## src/rtl/dvi_timing_gen_pkg.sv

```systemverilog
// Shared 640x480@60 timing constants, widths and pixel-phase encoding for the DVI raster block.
package dvi_timing_gen_pkg;

   localparam int unsigned CtrW = 10;
   localparam int unsigned RgbW = 24;
   localparam int unsigned DviW = 12;

   // 640x480@60 from a 25 MHz pixel clock; image sits at the end of each line/frame.
   localparam int unsigned DefHTotal      = 800;
   localparam int unsigned DefHSyncStart  = 16;
   localparam int unsigned DefHSyncEnd    = 111;
   localparam int unsigned DefHImageStart = 160;
   localparam int unsigned DefVTotal      = 521;
   localparam int unsigned DefVSyncStart  = 10;
   localparam int unsigned DefVSyncEnd    = 11;
   localparam int unsigned DefVImageStart = 41;

   // Four 100 MHz cycles per pixel.
   typedef enum logic [1:0] {
      PhLo       = 2'd0,
      PhXclkRise = 2'd1,
      PhHi       = 2'd2,
      PhXclkFall = 2'd3
   } phase_e;

   // Inclusive range test on a raster counter.
   function automatic logic in_window(input logic [CtrW-1:0] val,
                                      input logic [CtrW-1:0] lo,
                                      input logic [CtrW-1:0] hi);
      return (val >= lo) && (val <= hi);
   endfunction

endpackage

```

## src/rtl/dvi_ddr_mux.sv

```systemverilog
// Captures the renderer colour and drives the two 12-bit halves of each pixel onto the DVI bus.
module dvi_ddr_mux
   import dvi_timing_gen_pkg::*;
(
   input  logic            Clk,
   input  logic            Reset_n,
   input  logic            enable,
   input  logic [1:0]      phase,
   input  logic            pix_valid,
   input  logic [RgbW-1:0] pixel_rgb,
   output logic [DviW-1:0] dvi_d
);

   // Only {R,G[7:4]} is needed after phase 0; the low half goes straight out.
   logic [DviW-1:0] hold_hi_q, hold_hi_d;
   logic [DviW-1:0] dvi_d_q, dvi_d_d;

   // Half selection: phase 0 sends {G[3:0],B}, phase 2 sends {R,G[7:4]}; blanking forces zero.
   always_comb begin
      hold_hi_d = hold_hi_q;
      dvi_d_d   = dvi_d_q;
      if (!enable) begin
         hold_hi_d = '0;
         dvi_d_d   = '0;
      end else begin
         case (phase)
            PhLo: begin
               hold_hi_d = pixel_rgb[23:12];
               dvi_d_d   = pix_valid ? pixel_rgb[11:0] : '0;
            end
            PhHi: begin
               dvi_d_d = pix_valid ? hold_hi_q : '0;
            end
            default: ;
         endcase
      end
   end

   // Hold and output registers.
   always_ff @(posedge Clk or negedge Reset_n) begin
      if (!Reset_n) begin
         hold_hi_q <= '0;
         dvi_d_q   <= '0;
      end else begin
         hold_hi_q <= hold_hi_d;
         dvi_d_q   <= dvi_d_d;
      end
   end

   assign dvi_d = dvi_d_q;

endmodule

```

## src/rtl/dvi_timing_gen.sv

```systemverilog
// 640x480 DVI raster generator: pixel phase divider, H/V counters, syncs, DE and XCLK.
module dvi_timing_gen
   import dvi_timing_gen_pkg::*;
#(
   parameter int unsigned H_TOTAL       = DefHTotal,
   parameter int unsigned H_SYNC_START  = DefHSyncStart,
   parameter int unsigned H_SYNC_END    = DefHSyncEnd,
   parameter int unsigned H_IMAGE_START = DefHImageStart,
   parameter int unsigned V_TOTAL       = DefVTotal,
   parameter int unsigned V_SYNC_START  = DefVSyncStart,
   parameter int unsigned V_SYNC_END    = DefVSyncEnd,
   parameter int unsigned V_IMAGE_START = DefVImageStart
) (
   input  logic            Clk,
   input  logic            Reset_n,
   input  logic            enable,
   input  logic [RgbW-1:0] pixel_rgb,
   output logic [CtrW-1:0] hpos,
   output logic [CtrW-1:0] vpos,
   output logic            pix_valid,
   output logic            line_start,
   output logic            frame_start,
   output logic [DviW-1:0] DVI_D,
   output logic            DVI_DE,
   output logic            DVI_H,
   output logic            DVI_V,
   output logic            DVI_XCLK_P,
   output logic            DVI_XCLK_N
);

   localparam logic [CtrW-1:0] HLast     = CtrW'(H_TOTAL - 1);
   localparam logic [CtrW-1:0] HSyncLo   = CtrW'(H_SYNC_START);
   localparam logic [CtrW-1:0] HSyncHi   = CtrW'(H_SYNC_END);
   localparam logic [CtrW-1:0] HImgStart = CtrW'(H_IMAGE_START);
   localparam logic [CtrW-1:0] VLast     = CtrW'(V_TOTAL - 1);
   localparam logic [CtrW-1:0] VSyncLo   = CtrW'(V_SYNC_START);
   localparam logic [CtrW-1:0] VSyncHi   = CtrW'(V_SYNC_END);
   localparam logic [CtrW-1:0] VImgStart = CtrW'(V_IMAGE_START);

   phase_e          phase_q, phase_d;
   logic [CtrW-1:0] hctr_q, hctr_d;
   logic [CtrW-1:0] vctr_q, vctr_d;
   logic [CtrW-1:0] hpos_q, hpos_d;
   logic [CtrW-1:0] vpos_q, vpos_d;
   logic            pix_valid_q, pix_valid_d;
   logic            line_start_q, line_start_d;
   logic            frame_start_q, frame_start_d;
   logic            de_q, de_d;
   logic            hsync_n_q, hsync_n_d;
   logic            vsync_n_q, vsync_n_d;
   logic            xclk_p_q, xclk_p_d;
   logic            h_wrap, v_wrap;

   // Phase sequencing, counter advance on phase 3, sync/DE update on phase 0.
   always_comb begin
      phase_d       = phase_q;
      hctr_d        = hctr_q;
      vctr_d        = vctr_q;
      hpos_d        = hpos_q;
      vpos_d        = vpos_q;
      pix_valid_d   = pix_valid_q;
      de_d          = de_q;
      hsync_n_d     = hsync_n_q;
      vsync_n_d     = vsync_n_q;
      xclk_p_d      = xclk_p_q;
      line_start_d  = 1'b0;
      frame_start_d = 1'b0;
      h_wrap        = (hctr_q == HLast);
      v_wrap        = (vctr_q == VLast);

      if (!enable) begin
         // Idle raster: restart from phase 0 at pixel (0,0) once enabled again.
         phase_d     = PhLo;
         hctr_d      = '0;
         vctr_d      = '0;
         hpos_d      = '0;
         vpos_d      = '0;
         pix_valid_d = 1'b0;
         de_d        = 1'b0;
         hsync_n_d   = 1'b1;
         vsync_n_d   = 1'b1;
         xclk_p_d    = 1'b0;
      end else begin
         unique case (phase_q)
            PhLo: begin
               phase_d   = PhXclkRise;
               de_d      = pix_valid_q;
               hsync_n_d = ~in_window(hctr_q, HSyncLo, HSyncHi);
               vsync_n_d = ~in_window(vctr_q, VSyncLo, VSyncHi);
            end
            PhXclkRise: begin
               phase_d  = PhHi;
               xclk_p_d = 1'b1;
            end
            PhHi: begin
               phase_d = PhXclkFall;
            end
            PhXclkFall: begin
               phase_d  = PhLo;
               xclk_p_d = 1'b0;
               hctr_d   = h_wrap ? '0 : hctr_q + 1'b1;
               if (h_wrap) begin
                  vctr_d = v_wrap ? '0 : vctr_q + 1'b1;
               end
               line_start_d  = h_wrap;
               frame_start_d = h_wrap && v_wrap;
               // Position outputs follow the counters they will describe for the next 4 cycles.
               pix_valid_d = in_window(hctr_d, HImgStart, HLast) &&
                             in_window(vctr_d, VImgStart, VLast);
               hpos_d      = pix_valid_d ? hctr_d - HImgStart : '0;
               vpos_d      = pix_valid_d ? vctr_d - VImgStart : '0;
            end
            default: ;
         endcase
      end
   end

   // Raster state registers.
   always_ff @(posedge Clk or negedge Reset_n) begin
      if (!Reset_n) begin
         phase_q       <= PhLo;
         hctr_q        <= '0;
         vctr_q        <= '0;
         hpos_q        <= '0;
         vpos_q        <= '0;
         pix_valid_q   <= 1'b0;
         line_start_q  <= 1'b0;
         frame_start_q <= 1'b0;
         de_q          <= 1'b0;
         hsync_n_q     <= 1'b1;
         vsync_n_q     <= 1'b1;
         xclk_p_q      <= 1'b0;
      end else begin
         phase_q       <= phase_d;
         hctr_q        <= hctr_d;
         vctr_q        <= vctr_d;
         hpos_q        <= hpos_d;
         vpos_q        <= vpos_d;
         pix_valid_q   <= pix_valid_d;
         line_start_q  <= line_start_d;
         frame_start_q <= frame_start_d;
         de_q          <= de_d;
         hsync_n_q     <= hsync_n_d;
         vsync_n_q     <= vsync_n_d;
         xclk_p_q      <= xclk_p_d;
      end
   end

   dvi_ddr_mux u_ddr_mux (
      .Clk       (Clk),
      .Reset_n   (Reset_n),
      .enable    (enable),
      .phase     (phase_q),
      .pix_valid (pix_valid_q),
      .pixel_rgb (pixel_rgb),
      .dvi_d     (DVI_D)
   );

   assign hpos        = hpos_q;
   assign vpos        = vpos_q;
   assign pix_valid   = pix_valid_q;
   assign line_start  = line_start_q;
   assign frame_start = frame_start_q;
   assign DVI_DE      = de_q;
   assign DVI_H       = hsync_n_q;
   assign DVI_V       = vsync_n_q;
   assign DVI_XCLK_P  = xclk_p_q;
   assign DVI_XCLK_N  = ~xclk_p_q;

endmodule

```

## config.mk

```make
export PLATFORM = sky130hd
export DESIGN_NAME = dvi_timing_gen
export DESIGN_NICKNAME = d
export VERILOG_FILES = /design/src/rtl/dvi_timing_gen_pkg.sv /design/src/rtl/dvi_ddr_mux.sv /design/src/rtl/dvi_timing_gen.sv
export SDC_FILE = /design/constraint.sdc
export NUM_CORES = 1
export LEC_CHECK = 0
export CAP_MARGIN = 15
export CORE_AREA = 2 2 94 96
export DETAILED_ROUTE_END_ITERATION = 10
export DIE_AREA = 0 0 96 98
export PLACE_DENSITY = 0.74
export SLEW_MARGIN = 20
export SYNTH_ARGS = -nofsm -noshare
export SYNTH_HDL_FRONTEND = slang
export SYNTH_SLANG_ARGS = --single-unit
```

## constraint.sdc

```tcl
create_clock -name Clk -period 5.3 [get_ports Clk]
set_input_delay 0.795 -clock Clk [delete_from_list [all_inputs] [get_ports Clk]]
set_output_delay 0.795 -clock Clk [all_outputs]
set_load 0.02 [all_outputs]
```

==> metrics.md, run 1 <==
| Metric | Value |
|---|---|
| Starting Density | `0.483` |
| Synthesis-stage register bit count | `73` |
| Vias | `3194` |
| Hold Fails Final Rpt | `0` |
| WL final | `8800 µm` |
| Cts hold-fix bufs | `0` |
| WP buf/inv | `0` |
| Clock sink total | `73` |
| Worst path slowest cell | `a311o_1` |
| Die span in x | `96 µm` |
| Top cells by count, synth | `71 x dfrtp_1, 58 x nand2_1, 33 x mux2i_1` |
| Switching part of the total power | `0.242` |
| Crit share post-route | `0.777` |
| Asr flop ratio synth | `1.00` |
| Synth Area in Compound Gates | `0.117` |
| Pwr Density | `234 mW/mm²` |
| Fin nets | `514` |
| Biggest cell delay along the critical path | `0.87 ns` |
| Synth Instances | `422` |
| Max-cap viol count | `0` |
| Synth cell types | `47` |
| Final Total Pwr | `1.17 mW` |
| Site Rows | `34` |
| Yosys top cell area share | `0.435` |
| Number of DRC markers in iteration 0 | `194` |
| Setup repair bufs after CTS | `0` |
| WS Path Type | `reg2reg` |
| Gpl congestion | `0.946` |
| Tot GR Track Use | `0.203` |
| Post-Syn Area | `0.00409 mm²` |
| Largest family of logic cells by synthesized area | `simple AND/OR/NAND/NOR gates` |
| Fmax achieved | `243 MHz` |
| Post-synth EDFFs | `0` |
| Die extent in y | `around 98 µm` |
| PnR worst setup slack | `1.18 ns` |
| Max Slew Vio Count | `0` |
| N_diodes | `0` |
| Largest net degree at the start of global routing | `42` |
| Synth-to-Final Area Change | `22.2%` |
| Highest routed layer | `met4` |
| Critical Path AT | `roughly 4.3 ns` |
| Mux contribution to synthesized area | `0.0836` |
| Detailed placer's ending HPWL | `6250 µm` |
| Setup WS pre-CTS | `1.22 ns` |
| Ys flop type | `dfrtp_1` |
| Main area contributors after synthesis | `dfrtp_1 43%, mux2i_1 8.1%, nand2_1 5.3%, xnor2_1 4.9%, ha_1 3.7%` |
| Max FO, Critical Path | `21` |
| Hold WC Path Type | `reg2reg` |
| Grt ovf | `0` |
| Skew-Pair Late Insertion Delay | `0.35 ns` |
| Final worst clock skew | `0.0126 ns` |
| Register area share after synthesis | `0.448` |
| Post-synth top area cell | `dfrtp_1` |
| H-tree Lvls | `3` |
| Max Root-Sink Buffers | `2` |
| Final Instance Area | `0.00499 mm²` |
| DR pass1 iterations | `4` |
| Post-synthesis adder-cell area fraction | `0.0368` |
| Post-synthesis xor/xnor area fraction | `0.0643` |
| Status | `finished, final reports clean` |
| CP startpoint kind | `flop` |
| Reg power frac | `0.494` |
| Metal3 WL | `396 µm` |
| Critical path, cell by cell | `or4b_1 -> nor3_1 -> mux2i_1 -> ha_1 -> nand2_1 -> mux2i_1 -> o21ai_0 -> nand2_1 -> a311o_1 -> o31ai_1` |
| RSZ-0062 raised after global routing | `false` |
| Comb pwr share | `0.095` |
| Setup TNS | `0 ns` |
| Die area | `0.00941 mm²` |
| Reg clk slew, reported paths | `about 0.080 ns` |
| # IOs | `67` |
| Routed len/inst | `15.0 µm` |
| Hold Slack | `0.476 ns` |
| Met2 Wirelength | `4190 µm` |
| Post-DRT Antenna Nets | `0` |
| TritonCTS buffer count | `9` |
| Simple-gate share of the synthesized area | `0.206` |
| Clock Tree Root | `clkbuf_8` |
| Top-count cell post-synth | `dfrtp_1` |
| VDD IR-drop max | `161 µV` |
| Tmin final | `4.12 ns` |
| Share of layout cells above drive strength 1 | `0.0793` |
| Core Footprint | `0.00847 mm²` |
| CTS tree | `built` |
| Post-Syn Area per Cell | `9.68 µm²` |
| Worst-Margin Slew | `between 1 and 1.5 ns` |
| First-pass GRT wire length | `between 15000 and 20000 µm` |
| Placed cell area | `0.00478 mm²` |
| WP data required | `5.49 ns` |
| Net Sw Power | `about 0.28 mW` |
| Vias in the first global route | `around 3100` |
| DR vias/cell | `5.44` |
| CP Capture Type | `flop` |
| Cell family with most CP delay | `simple AND/OR/NAND/NOR gates` |
| Initial antenna violation count | `0` |
| Synth Net Count | `461` |
| Leak | `roughly 2.1 nW` |
| Post-CTS sizing | `0` |
| Final setup fails | `0` |
| Synth Warn # | `0` |
| Max_slew headroom | `0.309` |
| Detailed-route DRC error count | `0` |
| Met1 WL | `4070 µm` |
| Clock power frac | `0.411` |
| Internal | `0.885 mW` |
| I/O Buffers | `66` |
==> power groups by stage <==
stage | clock [mW] | sequential [mW] | combinational [mW]
finish | 0.479 | 0.577 | 0.111
CTS | 0.493 | 0.576 | 0.113
global placement | 0 | 0.587 | 0.109
detailed placement | 0 | 0.587 | 0.112
global route | 0.514 | 0.578 | 0.123
floorplan | 0 | 0.586 | 0.0629
==> placed cells by master, fill, tap and decap left out, types with 3 or more instances in the layout <==
cell type and instances:
dfrtp_1 71, clkdlybuf4s50_1 65, nand2_1 58, mux2i_1 33, o21ai_0 23, xnor2_1 23
nor2b_1 22, nand4_1 15, inv_1 14, and2_1 14, ha_1 12, nor2_1 11
o21ai_2 10, nand3_1 9, o21ai_1 9, clkbuf_8 9, nor3_1 7, xor2_1 7
nand2b_1 6, a21oi_1 5, and3_1 4, nor4_1 4, buf_4 4, or3_1 3
o31a_1 3, o211a_1 3, a211oi_1 3
==> routing by layer <==
layer / global-route usage / vias up
met1: 0.282 / 1552
met4: 0.0681 / 0
li1: - / 1549
met5: 0 / -
met3: 0.0409 / 14
met2: 0.317 / 79
==> sequential cells by signal (all words and copies together) (netlist names) <==
| register | count |
|---|---|
| DVI_DE | 1 |
| DVI_H | 1 |
| DVI_V | 1 |
| DVI_XCLK_P | 1 |
| frame_start | 1 |
| hctr_q | 10 |
| hpos | 10 |
| line_start | 1 |
| phase_q | 2 |
| pix_valid | 1 |
| u_ddr_mux.dvi_d | 12 |
| u_ddr_mux.hold_hi_q | 12 |
| vctr_q | 10 |
| vpos | 10 |
==> through the flow <==
| step | utilization | std cells |
|---|---|---|
| 6_report | 0.590 | 587 |
| 3_5_place_dp | 0.564 | 572 |
| 2_1_floorplan | - | 422 |
| 4_1_cts | 0.590 | 587 |
| 3_3_place_gp | 0.564 | 572 |
| 5_1_grt | 0.590 | 587 |
==> logic make-up (layout without fill, tap and decap cells) <==
logic type,count (synthesis),in the layout
simple gates,160,160
flops,73,73
compound gates,71,71
buf+inv,42,99
mux,34,34
xor+xnor,30,30
fa+ha+maj,12,12
==> layout make-up <==
type | instances | area (µm²)
Tap cell | 108 | 135
Clock inverter | 6 | 91.3
Timing Repair Buffer | 70 | 686
Inverter | 14 | 52.6
Clock buffer | 9 | 124
Fill cell | 743 | 3470
Multi-Input combinational cell | 307 | 2070
Sequential cell | 73 | 1830
==> path summary, 6_finish.rpt <==
| kind | startpoint | endpoint | slack [ns] | depth (start not counted) |
|---|---|---|---|---|
| setup reg to reg | hctr_q[6] | vpos[8] | 1.18 | 10 |
| setup / recovery | hctr_q[6] | vpos[8] | 1.18 | 10 |
| min in group asynchronous | Reset_n | u_ddr_mux.hold_hi_q[9] | 0.56 | 1 |
| hold / removal | hpos[4] | hpos[4] | 0.48 | 2 |
| hold reg to reg | hpos[4] | hpos[4] | 0.48 | 2 |
| max in group asynchronous | Reset_n | vpos[0] | 3.77 | 2 |
==> worst min-delay path, stage by stage, from the launching register on <==
cell and delay, ns:
dfrtp_1 0.34, nand2_1 0.06, o21ai_2 0.05
Note: power is estimated with default switching activity, not from simulation.
==> run 2: changes to the inputs <==
==> constraint.sdc (replaced) <==
create_clock -name Clk -period 3.8 [get_ports Clk]
set_input_delay 0.57 -clock Clk [delete_from_list [all_inputs] [get_ports Clk]]
set_output_delay 0.57 -clock Clk [all_outputs]
set_load 0.02 [all_outputs]
==> run 2 against run 1 <==
Effect of this change:
- global-route usage is essentially flat
- routed wire length barely moved
- critical endpoint is now hpos[0]
- power is 37% higher
- non-clock buffer count is 5 higher
- design area grew 0.63%
- highest routed layer unchanged
- combinational power grew 41%
- first-iteration DRC count increased by 49%
- register-to-register slack got worse by 0.78 ns
- worst setup slack got worse by 0.78 ns
==> metrics.md, run 2 (same netlist as run 1, synthesis figures left out) <==
| Metric | Value |
|---|---|
| WP data required | `4.08 ns` |
| CP Capture Type | `flop` |
| WL final | `8800 µm` |
| Max Slew Vio Count | `0` |
| Setup repair bufs after CTS | `0` |
| First-pass GRT wire length | `15000 µm` |
| WS Path Type | `reg2reg` |
| Hold WC Path Type | `in2async` |
| DR pass1 iterations | `5` |
| Skew-Pair Late Insertion Delay | `0.36 ns` |
| Reg clk slew, reported paths | `0.09 ns` |
| Tmin final | `3.40 ns` |
| Initial antenna violation count | `0` |
| Post-CTS sizing | `0` |
| Metal3 WL | `341 µm` |
| Max-cap viol count | `0` |
| RSZ-0062 raised after global routing | `false` |
| Pwr Density | `318 mW/mm²` |
| Core Footprint | `0.00847 mm²` |
| Max Root-Sink Buffers | `2` |
| Post-DRT Antenna Nets | `0` |
| Routed len/inst | `14.8 µm` |
| I/O Buffers | `66` |
| Status | `finished, final reports clean` |
| Starting Density | `0.483` |
| Hold Slack | `just over 0.2 ns` |
| Crit share post-route | `0.894` |
| CP startpoint kind | `flop` |
| Most common cell after layout, fill and taps aside | `dfrtp_1` |
| Final worst clock skew | `between 0.01 and 0.015 ns` |
| Synth-to-Final Area Change | `22.9%` |
| Die area | `0.00941 mm²` |
| Fin nets | `519` |
| TritonCTS buffer count | `9` |
| N_diodes | `0` |
| # IOs | `67` |
| Die span in x | `96 µm` |
| Largest net degree at the start of global routing | `48` |
| Share of layout cells above drive strength 1 | `0.0907` |
| Fmax achieved | `294 MHz` |
| Cts hold-fix bufs | `0` |
| Tot GR Track Use | `0.203` |
| Max_slew headroom | `0.341` |
| CTS tree | `built` |
| Vias in the first global route | `approximately 3100` |
| Final setup fails | `0` |
| Clock Tree Root | `clkbuf_8` |
| Site Rows | `34` |
| Highest routed layer | `met4` |
| Detailed placer's ending HPWL | `~6300 µm` |
| Critical Path AT | `3.68 ns` |
| Commonest non-fill, non-tap cells in the layout | `71 x dfrtp_1, 65 x clkdlybuf4s50_1, 58 x nand2_1, 33 x mux2i_1` |
| Worst-Margin Slew | `0.989 ns` |
| VDD IR-drop max | `160 µV` |
| Grt ovf | `0` |
| Met1 WL | `4230 µm` |
| Number of DRC markers in iteration 0 | `289` |
| Gpl congestion | `0.900` |
| Max FO, Critical Path | `17` |
| Met2 Wirelength | `4060 µm` |
| Vias | `between 3000 and 4000` |
| Hold Fails Final Rpt | `0` |
| DR vias/cell | `5.33` |
| Setup TNS | `0 ns` |
| Detailed-route DRC error count | `0` |
| Leak | `2.13 nW` |
| Die extent in y | `98 µm` |
| Clock sink total | `73` |
| H-tree Lvls | `3` |
run 2: through the flow:
stage | utilization | instance area, µm² | worst slack [ns] | power (mW) | instances
finish | 0.593 | 5020 | 0.402 | 1.60 | 593
global route | 0.593 | 5020 | 0.101 | 1.67 | 593
CTS | 0.593 | 5020 | 0.279 | 1.62 | 593
detailed placement | 0.569 | 4810 | 0.300 | 0.979 | 577
global placement | 0.569 | 4810 | 0.404 | 0.973 | 577
floorplan | - | 4090 | 0.715 | 0.905 | 422
run 2: area by class of cell:
| cell class | count | area (µm²) |
|---|---|---|
| repair buffers | 75 | 726 |
| well taps | 108 | 135 |
| flip-flops and latches | 73 | 1830 |
| clock buffers | 10 | 128 |
| clock inverters | 6 | 75.1 |
| multi-input cells | 307 | 2080 |
| fillers | 748 | 3440 |
| inverters | 14 | 52.6 |
run 2: routing by layer:
layer,track usage,vias to the layer above
li1,-,1570
met1,0.278,1502
met2,0.317,74
met3,0.0494,13
met4,0.0626,0
met5,0,-
run 2: path summary, 6_finish.rpt:
check                      depth (start not counted)                     end  slack (ns)      start
max in group asynchronous                          2             frame_start        2.92    Reset_n
hold / removal                                     1  u_ddr_mux.hold_hi_q[9]        0.20    Reset_n
setup reg to reg                                   8                 hpos[0]        0.40  hctr_q[4]
hold reg to reg                                    2                 vpos[6]        0.48    vpos[6]
min in group Clk                                   2                 vpos[6]        0.48    vpos[6]
setup / recovery                                   8                 hpos[0]        0.40  hctr_q[4]
run 2: power breakdown:
| group | internal, mW | total, mW | switching, mW | leakage [nW] |
|---|---|---|---|---|
| Sequential | 0.792 | 0.804 | 0.0121 | 1.00 |
| Clock | 0.314 | 0.638 | 0.325 | 0.0994 |
| Combinational | 0.0747 | 0.157 | 0.0827 | 1.03 |
| Total | 1.18 | 1.60 | 0.420 | 2.13 |
run 2: critical path, cell delays in order (launching register included):
cell and delay [ns]:
dfrtp_1 0.51, or4b_4 0.59, or3_1 0.48, or4_4 0.58, a21oi_4 0.21, nor2_1 0.08, a311o_1 0.46, buf_4 0.25
o21ai_1 0.15
